`src/rtl/seq_divider_pkg.sv`:
```
// Shared types and helpers for the iterative restoring divider (seq_divider).
package seq_divider_pkg;

  typedef enum logic [2:0] {
    IDLE,
    PREP,
    CALC,
    FIX,
    DONE
  } state_t;

  // Widest dividend the shared counter and negate helper are sized for.
  localparam int unsigned MAX_WIDTH = 64;

  typedef logic [$clog2(MAX_WIDTH)-1:0] iter_cnt_t;

  function automatic logic [MAX_WIDTH-1:0] negate(input logic [MAX_WIDTH-1:0] value);
    return ~value + MAX_WIDTH'(1);
  endfunction

endpackage

```
`src/rtl/seq_divider.sv`:
```
// Iterative restoring divider, one quotient bit per cycle, valid/ready on both sides.
// Define SEQ_DIVIDER_DIV_ZERO_EN to add zero-divisor detection and the div_zero_o flag.
module seq_divider
  import seq_divider_pkg::*;
#(
  parameter int DIVIDEND_WIDTH = 16,
  parameter int DIVISOR_WIDTH  = 8,
  parameter bit SIGNED         = 1'b0
) (
  input  logic                      clk_i,
  input  logic                      rst_n_i,
  input  logic [DIVIDEND_WIDTH-1:0] dividend_i,
  input  logic [DIVISOR_WIDTH-1:0]  divisor_i,
  input  logic                      data_valid_i,
  output logic                      ready_o,
  output logic [DIVIDEND_WIDTH-1:0] quotient_o,
  output logic [DIVISOR_WIDTH-1:0]  remainder_o,
  output logic                      data_valid_o,
  input  logic                      ready_i
`ifdef SEQ_DIVIDER_DIV_ZERO_EN
  ,
  output logic                      div_zero_o
`endif
);

  state_t                    state, next_state;
  logic [DIVIDEND_WIDTH-1:0] dividend_q;  // shifts out dividend bits, shifts in quotient bits
  logic [DIVISOR_WIDTH-1:0]  divisor_q;
  logic [DIVISOR_WIDTH:0]    partial;
  iter_cnt_t                 cnt;
  logic                      q_neg, r_neg;
  logic                      dvd_neg, dvs_neg;
  logic                      zero_div;
  logic [DIVISOR_WIDTH+1:0]  step_res;

  // One restoring step: returns {quotient_bit, next_partial_remainder}.
  function automatic logic [DIVISOR_WIDTH+1:0] div_step(
    input logic [DIVISOR_WIDTH:0]   part,
    input logic                     in_bit,
    input logic [DIVISOR_WIDTH-1:0] dvs
  );
    logic [DIVISOR_WIDTH+1:0] wide;
    wide = {part, in_bit};
    if (wide >= {2'b00, dvs}) begin
      return {1'b1, (DIVISOR_WIDTH+1)'(wide - {2'b00, dvs})};
    end
    return {1'b0, wide[DIVISOR_WIDTH:0]};
  endfunction

  assign dvd_neg  = SIGNED && dividend_q[DIVIDEND_WIDTH-1];
  assign dvs_neg  = SIGNED && divisor_q[DIVISOR_WIDTH-1];
  assign step_res = div_step(partial, dividend_q[DIVIDEND_WIDTH-1], divisor_q);

`ifdef SEQ_DIVIDER_DIV_ZERO_EN
  assign zero_div = (divisor_q == '0);
`else
  assign zero_div = 1'b0;
`endif

  always_ff @(posedge clk_i or negedge rst_n_i) begin
    if (!rst_n_i) state <= IDLE;
    else          state <= next_state;
  end

  always_comb begin
    // NOTE: every output of this block gets a default first so no path infers a latch.
    next_state   = state;
    ready_o      = 1'b0;
    data_valid_o = 1'b0;
    case (state)
      IDLE: begin
        ready_o = 1'b1;
        if (data_valid_i) next_state = PREP;
      end
      PREP:    next_state = zero_div ? DONE : CALC;
      CALC:    if (cnt == '0) next_state = FIX;
      FIX:     next_state = DONE;
      DONE: begin
        data_valid_o = 1'b1;
        if (ready_i) next_state = IDLE;
      end
      default: next_state = IDLE;
    endcase
  end

  // NOTE: non-blocking assignments so every register here samples pre-edge values.
  always_ff @(posedge clk_i or negedge rst_n_i) begin
    if (!rst_n_i) begin
      dividend_q  <= '0;
      divisor_q   <= '0;
      partial     <= '0;
      cnt         <= '0;
      q_neg       <= 1'b0;
      r_neg       <= 1'b0;
      quotient_o  <= '0;
      remainder_o <= '0;
`ifdef SEQ_DIVIDER_DIV_ZERO_EN
      div_zero_o  <= 1'b0;
`endif
    end else begin
      case (state)
        IDLE: begin
          if (data_valid_i) begin
            dividend_q <= dividend_i;
            divisor_q  <= divisor_i;
          end
        end
        PREP: begin
          q_neg      <= dvd_neg ^ dvs_neg;
          r_neg      <= dvd_neg;
          dividend_q <= dvd_neg ? DIVIDEND_WIDTH'(negate(MAX_WIDTH'(dividend_q))) : dividend_q;
          divisor_q  <= dvs_neg ? DIVISOR_WIDTH'(negate(MAX_WIDTH'(divisor_q))) : divisor_q;
          partial    <= '0;
          cnt        <= iter_cnt_t'(DIVIDEND_WIDTH - 1);
`ifdef SEQ_DIVIDER_DIV_ZERO_EN
          if (zero_div) begin
            quotient_o  <= '1;
            remainder_o <= dividend_q[DIVISOR_WIDTH-1:0];
            div_zero_o  <= 1'b1;
          end
`endif
        end
        CALC: begin
          dividend_q <= {dividend_q[DIVIDEND_WIDTH-2:0], step_res[DIVISOR_WIDTH+1]};
          partial    <= step_res[DIVISOR_WIDTH:0];
          cnt        <= cnt - iter_cnt_t'(1);
        end
        FIX: begin
          // Truncation toward zero: fix quotient sign by operand signs, remainder by dividend.
          quotient_o  <= q_neg ? DIVIDEND_WIDTH'(negate(MAX_WIDTH'(dividend_q))) : dividend_q;
          remainder_o <= r_neg ? DIVISOR_WIDTH'(negate(MAX_WIDTH'(partial[DIVISOR_WIDTH-1:0])))
                               : partial[DIVISOR_WIDTH-1:0];
`ifdef SEQ_DIVIDER_DIV_ZERO_EN
          div_zero_o  <= 1'b0;
`endif
        end
        DONE: begin
`ifdef SEQ_DIVIDER_DIV_ZERO_EN
          if (ready_i) div_zero_o <= 1'b0;
`endif
        end
        default: ;
      endcase
    end
  end

endmodule

```
`config.mk`:
```
export PLATFORM = sky130hd
export DESIGN_NAME = seq_divider
export DESIGN_NICKNAME = d
export VERILOG_FILES = /design/src/rtl/seq_divider_pkg.sv /design/src/rtl/seq_divider.sv
export SDC_FILE = /design/constraint.sdc
export NUM_CORES = 1
export LEC_CHECK = 0
export BUFFER_PORTS_ARGS = -buffer_cell sky130_fd_sc_hd__buf_2
export CAP_MARGIN = 30
export CORE_ASPECT_RATIO = 1.2
export CORE_MARGIN = 4
export CORE_UTILIZATION = 51
export CTS_CLUSTER_SIZE = 10
export DETAILED_ROUTE_END_ITERATION = 7
export GPL_TIMING_DRIVEN = 0
export HOLD_SLACK_MARGIN = 0.06
export PLACE_DENSITY_LB_ADDON = 0.2
export RECOVER_POWER = 25
export SLEW_MARGIN = 20
export SYNTH_ARGS = -nofsm -noshare
export SYNTH_HDL_FRONTEND = slang
export SYNTH_SLANG_ARGS = --single-unit
```
`constraint.sdc`:
```
create_clock -name clk_i -period 1.9 [get_ports clk_i]
set_input_delay 0.475 -clock clk_i [delete_from_list [all_inputs] [get_ports clk_i]]
set_output_delay 0.475 -clock clk_i [all_outputs]
set_load 0.05 [all_outputs]
```
==> flow_summary.yaml <==
setup_path:
  worstPathCellList: "ha_1 > buf_6 > a211oi_4 > buf_4 > o21ai_4 > a211o_1 > a32o_1"
  cp-start-kind: "flip-flop"
  reg2regPathDepth: 7
  critPathSlowestCell: "dfrtp_1"
  r2r-end: "partial[0]"
  crit_start: "partial[4]"
  r2r_start: "partial[4]"
  critPathRequiredTime_ns: 2.14
  critPathCaptureType: "flip-flop"
  worstPathArrival_ns: 2.16
  crit_type: "flip-flop to flip-flop"
  cp_max_fo: 8
  slowest_delay_ns: 0.42
  r2r_slack_ns: -0.02
logic_synthesis:
  synth_xor_area_share_pct: 1.29
  synth_warnings: 0
  ys.flop_type: "dfrtp_1"
  synth_fa_ha_area_share_pct: 4.28
  postSynthCellCount: 324
  ys_seq_area_share_pct: 48.7
  syn_nets: 363
  synth_edf_count: 0
  syn_area_sq_um: 3390
  synth_top_family_by_area: "simple AND/OR/NAND/NOR gates"
  synth_mux_area_share_pct: 12.7
  synth_compound_area_share_pct: 13.3
  async_reset_ff_share_pct: 100
  ys_ff_latch: 66
  yosys.area_share.simple_pct: 13.9
  ys_types: 48
  avgSynthCellArea_sq_um: 10.5
global_route:
  grt-ovfl-total: 0
  globalRouteMet2Util_pct: 31.9
  grt.busiest_layer: "met2"
  gr-usage-met3_pct: 4.92
  antenna_found_initial: 0
  grt_use_total_pct: 20.5
  use_met1_pct: 27.2
  grt_max_degree: 50
  grt_pass1_vias: 2687
  grt_pass1_wl_mm: 12.7
die:
  ios: 54
  core-area_sq_um: 6450
  die_h_microns: 97.3
  num_rows: 32
  die-area_sq_um: 8020
  die_x_microns: 82.4
  start_util_pct: 52.6
clocking:
  cts_made_buffers: 9
  clockBufferDepth: 2
  path_clk_slew_ns: 0.08
  clkSinkCount: 66
  htree_levels: 3
  cts_tree: "yes"
  clkLatencyLatePin_ns: 0.35
  clock-root-buffer: "clkbuf_8"
timing:
  hold_viol: 0
  fmaxAchievable_mhz: 521
  period_share_pct: 101
  maxSlewHeadroom_pct: 26.3
  layout_min_cycle_time_ns: 1.92
  report.final.slew_viol_count: 0
  rsz0062_at_grt: "yes"
  setup_viol: 2
  tightest_slew_ns: 1.10
  setup_ws_ns: -0.0177
  skew_ns: 0.00765
route:
  via_per_inst: 5.49
  drt-pass1-iter-count: 4
  detail_route.wl_per_cell_microns: 15.5
  drc: 0
  drt_iter0_drc: 157
  wl_mm: 7.68
  ant_nets: 0
  vias: 2720
worst_hold_path:
  worstHoldEndpoint: "divisor_q[4]"
  whs_path_depth: 3
  hp-class: "input port to flip-flop"
  hold_start: "divisor_i[4]"
final_layout:
  syn2layout_area_growth_pct: 25.5
  nets: 444
  diodes: 0
  drive_above_1_share_pct: 36.8
  fin_util_pct: 66.0
outcome:
  violations: "negative setup slack"
  status: "finished with violations"
place:
  place_hpwl_mm: 5.28
  portBuffers: 53
  gp_congestion: 0.819
job:
  max_cap_viol_count: 0
state kept, by name (all words and copies together), names as in the netlist:
signal / count
dividend_q: 16
quotient_o: 16
partial: 9
divisor_q: 8
remainder_o: 8
cnt: 6
state: 3
cell type report:
cell class	instances	area [sq um]
well taps	85	106
plain buffers	18	144
fillers	520	2190
multi-input cells	224	1660
repair buffers	70	428
clock buffers	9	124
flip-flops and latches	66	1650
inverters	16	60.1
clock inverters	7	77.6
routing by layer:
metal  routed length [microns]  up-vias
li1                          -     1307
met1                      3340     1327
met4                       127        0
met2                      3850       75
met5                         0        -
met3                       356       11
stage by stage:
step	cells	instance area (sq um)	hold slack, ns	TNS, ns	worst slack [ns]
CTS	488	4140	0.316	-0.137	-0.0435
floorplan	324	3400	0.179	0	0.00270
global placement	462	3770	0.463	-0.972	-0.179
global route	495	4250	0.327	-0.342	-0.0579
detailed placement	463	3800	0.372	-1.42	-0.221
finish	495	4250	0.329	-0.0337	-0.0177
worst max-delay path: cells and delay by family (launching register included):
kind,cells,cell delay (ns)
compound gates,4,0.78
fa+ha+maj,1,0.31
buf+inv,2,0.30
flops,1,0.42
cell usage after synthesis, types with 4 or more instances:
cell type	instances	area [sq um]
inv_1	16	60.1
nor2_1	18	67.6
a21oi_1	11	55.1
o21ai_1	15	75.1
nand4_1	7	43.8
buf_6	5	56.3
o21ai_0	21	105
ha_1	10	125
dfrtp_1	66	1650
nand3_1	7	35.0
buf_2	9	45.0
mux2_2	23	259
nand2_1	42	158
mux2i_1	17	170
nor2b_1	4	25.0
logic make-up after synthesis:
kind of cell    after synthesis
fa+ha+maj                    11
xor+xnor                      5
mux                          40
flops                        66
buf+inv                      34
simple gates                 97
compound gates               71
worst max path at each step:
stage,endpoint,slack [ns],cells after the start
CTS,partial[8],-0.04,7
detailed placement,partial[1],-0.22,8
global route,partial[0],-0.06,7
global placement,partial[1],-0.18,8
finish,partial[0],-0.02,7
floorplan,partial[1],0.003,8
cells in the final DEF (no fill, tap or decap), drive strengths merged, types with 2 or more instances in the layout:
cell type / instances
o311ai: 5
nor3: 5
o211ai: 2
dfrtp: 66
inv: 18
nand3b: 2
and2: 2
ha: 10
clkinvlp: 4
o21ai: 37
buf: 86
or3: 2
nand2b: 3
a211oi: 4
nand2: 42
xnor2: 2
and4: 2
nor2: 18
clkbuf: 10
nand4: 7
mux2: 23
a21o: 2
mux2i: 17
a21oi: 12
nand3: 7
xor2: 3
nor2b: 4
timing repair:
action	CTS	global route
endpoints found under the setup margin	11	10
gates resized for setup	19	16
hold buffers	1	0
setup buffers	8	7
endpoints found under the hold margin	17	0
pin swaps	13	15
Power is not shown: default switching activity piles up to over one toggle a cycle in this logic, so the estimate is an artifact.
